$ cat config.mk
export PLATFORM = sky130hd
export DESIGN_NAME = prv_trap_ctrl
export DESIGN_NICKNAME = d
export VERILOG_FILES = /design/src/rtl/prv_trap_ctrl.sv
export SDC_FILE = /design/constraint.sdc
export NUM_CORES = 1
export LEC_CHECK = 0
export BUFFER_PORTS_ARGS = -buffer_cell sky130_fd_sc_hd__buf_2
export CORE_MARGIN = 4
export CORE_UTILIZATION = 30
export DETAILED_ROUTE_END_ITERATION = 12
export HOLD_SLACK_MARGIN = 0.06
export PLACE_DENSITY_LB_ADDON = 0.1
export SETUP_SLACK_MARGIN = 0.4
export SLEW_MARGIN = 30
export SYNTH_ARGS = -nofsm -noshare
export SYNTH_HDL_FRONTEND = slang
export SYNTH_SLANG_ARGS = --single-unit
$ cat constraint.sdc
create_clock -name CLK -period 3.79 [get_ports CLK]
set_clock_uncertainty 0.05 [all_clocks]
set_input_delay 0.9475 -clock CLK [delete_from_list [all_inputs] [get_ports CLK]]
set_output_delay 0.9475 -clock CLK [all_outputs]
set_load 0.01 [all_outputs]
$ cat src/rtl/prv_trap_ctrl.sv
// rtl/prv_trap_ctrl.sv - machine-mode trap entry / mret controller
// Define PRV_VECTORED_INT_EN to dispatch interrupts to base + 4*cause when mtvec mode is 1.
module prv_trap_ctrl (
   input  logic        CLK,
   input  logic        nRST,
   input  logic        mal_insn,
   input  logic        fault_insn,
   input  logic        illegal_insn,
   input  logic        breakpoint,
   input  logic        mal_l,
   input  logic        fault_l,
   input  logic        mal_s,
   input  logic        fault_s,
   input  logic        env_m,
   input  logic        ret,
   input  logic        pipe_clear,
   input  logic [31:0] epc,
   input  logic [31:0] badaddr,
   input  logic        timer_int,
   input  logic        soft_int,
   input  logic        ext_int,
   input  logic [31:0] mtvec,
   input  logic        mie_set,
   input  logic        mie_clr,
   output logic [31:0] priv_pc,
   output logic        insert_pc,
   output logic        intr,
   output logic [31:0] mepc,
   output logic [31:0] mcause,
   output logic [31:0] mtval,
   output logic        mie_o
);

   typedef enum logic [1:0] {IDLE, TRAP, RET} state_t;

   state_t      state, state_nxt;
   logic        mie_q, mpie_q;
   logic        pend_int, pend_exc;
   logic        take_trap, take_ret;
   logic [31:0] cause_nxt, tval_nxt;
   logic [31:0] trap_pc;

   assign pend_int = mie_q & (ext_int | soft_int | timer_int);
   assign pend_exc = mal_insn | fault_insn | illegal_insn | breakpoint | mal_l |
                     fault_l | mal_s | fault_s | env_m;
   assign mie_o    = mie_q;

   // Cause and tval of the highest-priority pending event; interrupts beat exceptions.
   always_comb begin
      cause_nxt = 32'd0;
      tval_nxt  = 32'd0;
      if (pend_int) begin
         if (ext_int)       cause_nxt = 32'h8000_000B;
         else if (soft_int) cause_nxt = 32'h8000_0003;
         else               cause_nxt = 32'h8000_0007;
      end else if (breakpoint) begin
         cause_nxt = 32'd3;
      end else if (fault_insn) begin
         cause_nxt = 32'd1;
         tval_nxt  = badaddr;
      end else if (mal_insn) begin
         cause_nxt = 32'd0;
         tval_nxt  = badaddr;
      end else if (illegal_insn) begin
         cause_nxt = 32'd2;
      end else if (env_m) begin
         cause_nxt = 32'd11;
      end else if (mal_s) begin
         cause_nxt = 32'd6;
         tval_nxt  = badaddr;
      end else if (mal_l) begin
         cause_nxt = 32'd4;
         tval_nxt  = badaddr;
      end else if (fault_s) begin
         cause_nxt = 32'd7;
         tval_nxt  = badaddr;
      end else if (fault_l) begin
         cause_nxt = 32'd5;
         tval_nxt  = badaddr;
      end
   end

`ifdef PRV_VECTORED_INT_EN
   always_comb begin
      trap_pc = {mtvec[31:2], 2'b00};
      if (mtvec[1:0] == 2'b01 && mcause[31])
         trap_pc = {mtvec[31:2], 2'b00} + {25'd0, mcause[4:0], 2'b00};
   end
`else
   // Mode bits are masked off: the base is always the target.
   assign trap_pc = {mtvec[31:2], mtvec[1:0] & 2'b00};
`endif

   always_comb begin
      state_nxt = state;
      take_trap = 1'b0;
      take_ret  = 1'b0;
      insert_pc = 1'b0;
      priv_pc   = 32'd0;
      intr      = 1'b0;
      case (state)
         IDLE: begin
            intr = pend_int | pend_exc;
            if (pipe_clear) begin
               if (pend_int | pend_exc) begin
                  take_trap = 1'b1;
                  state_nxt = TRAP;
               end else if (ret) begin
                  take_ret  = 1'b1;
                  state_nxt = RET;
               end
            end
         end
         TRAP: begin
            insert_pc = 1'b1;
            priv_pc   = trap_pc;
            state_nxt = IDLE;
         end
         RET: begin
            insert_pc = 1'b1;
            priv_pc   = mepc;
            state_nxt = IDLE;
         end
         default: state_nxt = IDLE;
      endcase
   end

   always_ff @(posedge CLK or negedge nRST) begin
      if (!nRST) begin
         state  <= IDLE;
         mepc   <= 32'd0;
         mcause <= 32'd0;
         mtval  <= 32'd0;
         mie_q  <= 1'b0;
         mpie_q <= 1'b0;
      end else begin
         state <= state_nxt;
         if (take_trap) begin
            mepc   <= epc;
            mcause <= cause_nxt;
            mtval  <= tval_nxt;
            mpie_q <= mie_q;
            mie_q  <= 1'b0;
         end else if (take_ret) begin
            mie_q  <= mpie_q;
            mpie_q <= 1'b1;
         end else if (state == IDLE) begin
            // CSR writes only land on quiet IDLE cycles; clear dominates set.
            if (mie_clr)      mie_q <= 1'b0;
            else if (mie_set) mie_q <= 1'b1;
         end
      end
   end

endmodule

== After elaboration in Yosys (flattened, before gate mapping) ==
Cells that the tools add are included.

* Bitwise logic cells: 12
* Reduce and logical (&&, ||, !) cells: 7
* Equality and inequality tests: 4
* Multiplexer cells: 43

{| class="wikitable"
|+ Operator list
! operator !! number
|-
| two-way mux 32 bit || 11
|-
| one-hot mux 32 bit (2 select lines) || 1
|-
| two-way mux 4 bit || 6
|-
| two-way mux 1 bit || 16
|-
| two-way mux 3 bit || 5
|-
| OR 1 bit || 11
|-
| two-way mux 2 bit || 4
|-
| AND reduction 2 bit || 2
|-
| nonzero test 4 bit || 1
|-
| != test 3 bit, second input constant || 1
|-
| nonzero test 3 bit || 1
|-
| == test 2 x 1 -> 1 bit, second input constant || 1
|-
| == test 2 bit, second input constant || 1
|-
| zero test 2 bit || 1
|-
| != test 2 bit, second input constant || 1
|-
| nonzero test 2 bit || 1
|-
| OR reduction 2 bit || 1
|-
| bitwise AND 1 bit || 1
|}

* Output and inout port bits: 131
* Register bits: 100
* Logic and storage cells: 72

== Longest topological paths before layout ==
* Word-level depth: 14
* Depth in mapped cells: 7
* Mapped depth without buffers: 6

== Worst setup path after synthesis ==
OpenSTA, ideal clock, no wires.

* Path type: input -> output
* From: input port soft_int
* To: output port intr
* Data arrival time: 1.730 ns
* Stages on the path: 3
* Path slack: 1.062 ns
* Buffers on the path: 0
* Path through: o31a_1 nand4bb_4 and2_1

* Word-level cells in the longest chain between the ends: 5

{| class="wikitable"
|+ RTL lines
! element !! RTL line !! RTL
|-
| start, declared || 20 || <nowiki>input logic soft_int,</nowiki>
|-
| OR 1 bit (2 in series) || 43 || <nowiki>assign pend_int = mie_q & (ext_int | soft_int | timer_int);</nowiki>
|-
| bitwise AND 1 bit || 43 ||
|-
| OR 1 bit || 103 || <nowiki>intr = pend_int | pend_exc;</nowiki>
|-
| two-way mux 1 bit || 101 || <nowiki>case (state)</nowiki>
|-
| end, declared || 27 || <nowiki>output logic intr,</nowiki>
|}

Every way passes these cells.

== Worst setup path in the final report ==
Same ends and word-level chain as after synthesis.

==> impl_results.md <==
- Most used DFF post-synth: dfrtp_1
- Sum Neg Setup Slack: 0 ns
- Input/output buffers: about 220
- FILL cells: ~1,200
- Arr. time, crit path: between 2 and 2.5 ns
- Worst slew margin relative to its limit: 55.1%
- Largest net degree at the start of global routing: 74
- Kind of critical path: in -> out
- Share of cells above drive strength 1: between 40 and 50%
- Slew Limit Fails: 0
- Pre-CTS WS: ~0.77 ns
- DR vias: a little over 3,000
- CTS tree: done
- H-tree depth: 3
- Final core utilization: between 40% and 50%
- Gr ovfl total: 0
- Critical Path Source Type: input pin
- First-pass GRT wire length: about 17,000 µm
- Final WS setup: 0.781 ns
- Total CTS buffers: 9
- Pwr dens: between 600 and 700 mW/mm²
- Post-synthesis cell type count: 33
- EDFF count, synth: 0
- Worst EP required: 2.79 ns
- Tot GR Track Use: between 10% and 20%
- Rows: 39
- Hold Fails Final Rpt: 0
- Min-Delay Path Depth: 1
- GP Congestion: between 0.7 and 0.8
- Detailed-route wire length per cell: between 15 and 20 µm
- Clock sink count: 73
- Internal reg-to-reg setup slack: 1.66 ns
- Drt via density: approximately 4.7
- Synthesized instance count: slightly below 300
- Worst flop-to-flop path endpoint: mepc[3]
- Cells taking the most area after synthesis: dfrtp_1 50%, mux2_1 11%, a22o_1 7.9%, a22oi_1 6.2%, buf_4 5.6%
- Top post-synthesis cells by count: 73 x dfrtp_1, 36 x mux2_1, 33 x a22o_1
- Slew at the pin closest to its max-slew limit: 0.674 ns
- Status: finished, final reports clean
- Maximum vdd drop: between 0.0002 and 0.00025 V
- Sequential fraction of the synthesis area: between 50% and 60%
- Crit path from: soft_int
- Area growth, synth to finish: 39.5%
- Max Freq: around 330 MHz
- Top-count cell post-synth: dfrtp_1
- HP Start: mcause[31]
- Yosys top cell area share: around 50%
- Final ANT Viol Nets: 0
- Initial antenna violation count: 1
- Worst r2r path cells: 6
- IO Count: 245
- Tcrit/Tclk final: 79.4%
- DR DRC count: 0
- Share of flip-flops with an asynchronous set or reset: 100%
- DIE WIDTH: 118 µm
- Syn_area_per_cell: approximately 12 µm²
- Top cell type by total area after synthesis: dfrtp_1
- Clk Latency, worst-skew pair: 0.33 ns
- Mapped Area: 0.00364 mm²
- Clk buf depth: 2
- Antenna Cells: 0
- Initial drt markers: 65
- Worst Hold Endpoint: mcause[31]
- Design Power: approximately 3.4 mW
- Nets: about 620
- Drt pass-1 iters: 4
- Max-Cap Viols: 0
- Number of global-route vias before repair: roughly 3,200
- Number of warnings issued by yosys: 0
- Final min period: approximately 3 ns
- HPWL after DPL: between 7000 and 8000 µm
- Clock slew at reported path FFs: ~0.05 ns
- Routed WL: between 10,000 and 15,000 µm
- Worst r2r src: state[1]
- Yosys reg bits: 73
- Cell leakage power: approximately 2.6 nW
- Finish-stage setup viols: 0
- Die ar.: approximately 0.014 mm²
- Post-CTS setup buffer count: 0
- Core ar.: ~0.012 mm²
- Crit end category: output port
- Starting Density: 31.2%
- Crit Path Max Fanout: 6
- Die height: roughly 120 µm
- Root Buffer: clkbuf_16
- HP Class: reg -> reg
- RSZ-0062 raised after global routing: no
## what timing repair did
item,4_1_cts,5_1_grt
resized for setup,0,1
hold buffers,0,0
setup endpoints to repair,0,1
## power breakdown
part | total (mW) | switching [mW] | internal, mW
clock | 1.01 | 0.312 | 0.697
combinational | 1.15 | 0.607 | 0.542
sequential | 1.20 | 0.168 | 1.03
total | 3.36 | 1.09 | 2.27
## cell usage in the layout, fill, tap and decap left out, drive strengths merged, types with 2 or more instances in the layout
cell and count:
buf 221, dfrtp 73, mux2 36, a22o 33, nor2b 31, a22oi 30
conb 27, clkbuf 12, and2 5, a21oi 5, inv 4, ha 4
o31ai 3, nor3 3, bufinv 3, nor4 2, nor2 2, o21a 2
nand2 2
## final cells by class
class                      count  area, µm²  area share [%]
clock buffer                  12        267            5.25
multi-input combinational    197       1570            30.8
sequential                    73       1830            36.0
tap                          143        179            3.52
clock inverter                 4       97.6            1.92
inverter                       4       15.0           0.296
timing repair buffer         221       1130            22.2
## worst max-delay path by stage
stage,to,slack [ns],cells after the start
4_1_cts,priv_pc[28],0.51,6
3_3_place_gp,intr,0.78,5
5_1_grt,priv_pc[28],0.69,6
6_report,intr,0.78,5
3_5_place_dp,intr,0.77,5
2_1_floorplan,intr,1.06,3
## state kept, by name, indices dropped and copies added (netlist names)
signal,count
mpie_q,1
mie_o,1
mtval,32
state,2
mcause,5
mepc,32
## critical path, stage by stage
cell       delay (ns)
buf_2            0.11
o31a_1           0.33
nand4bb_4        0.29
and2_1           0.20
buf_2            0.13
## stage by stage
step                      cells  hold WS, ns  cell area, µm²
final                       654        0.442            5080
after global routing        654        0.464            5080
after CTS                   654        0.450            5070
after detailed placement    638        0.435            4710
after global placement      638        0.423            4710
after floorplan             321        0.410            3740
## cell families after synthesis
kind of cell             after synthesis  share of synthesized area, %
buffers and inverters                 51                          9.59
AND/OR/NAND/NOR                       48                          9.42
multiplexers                          37                          11.4
AO/OA/AOI/OAI                         81                          17.9
flip-flops                            73                          50.2
other                                  1                         0.103
adder cells (fa/ha/maj)                4                          1.37
## routing by layer
metal	track usage, %	vias up	share of wire [%]
met3	4.35	13	8.5
met5	0	-	0.11
met4	5.86	2	1.5
li1	-	1447	-
met2	25.5	159	49
met1	17.8	1483	41
No activity file was read; power rests on OpenSTA's default activity.
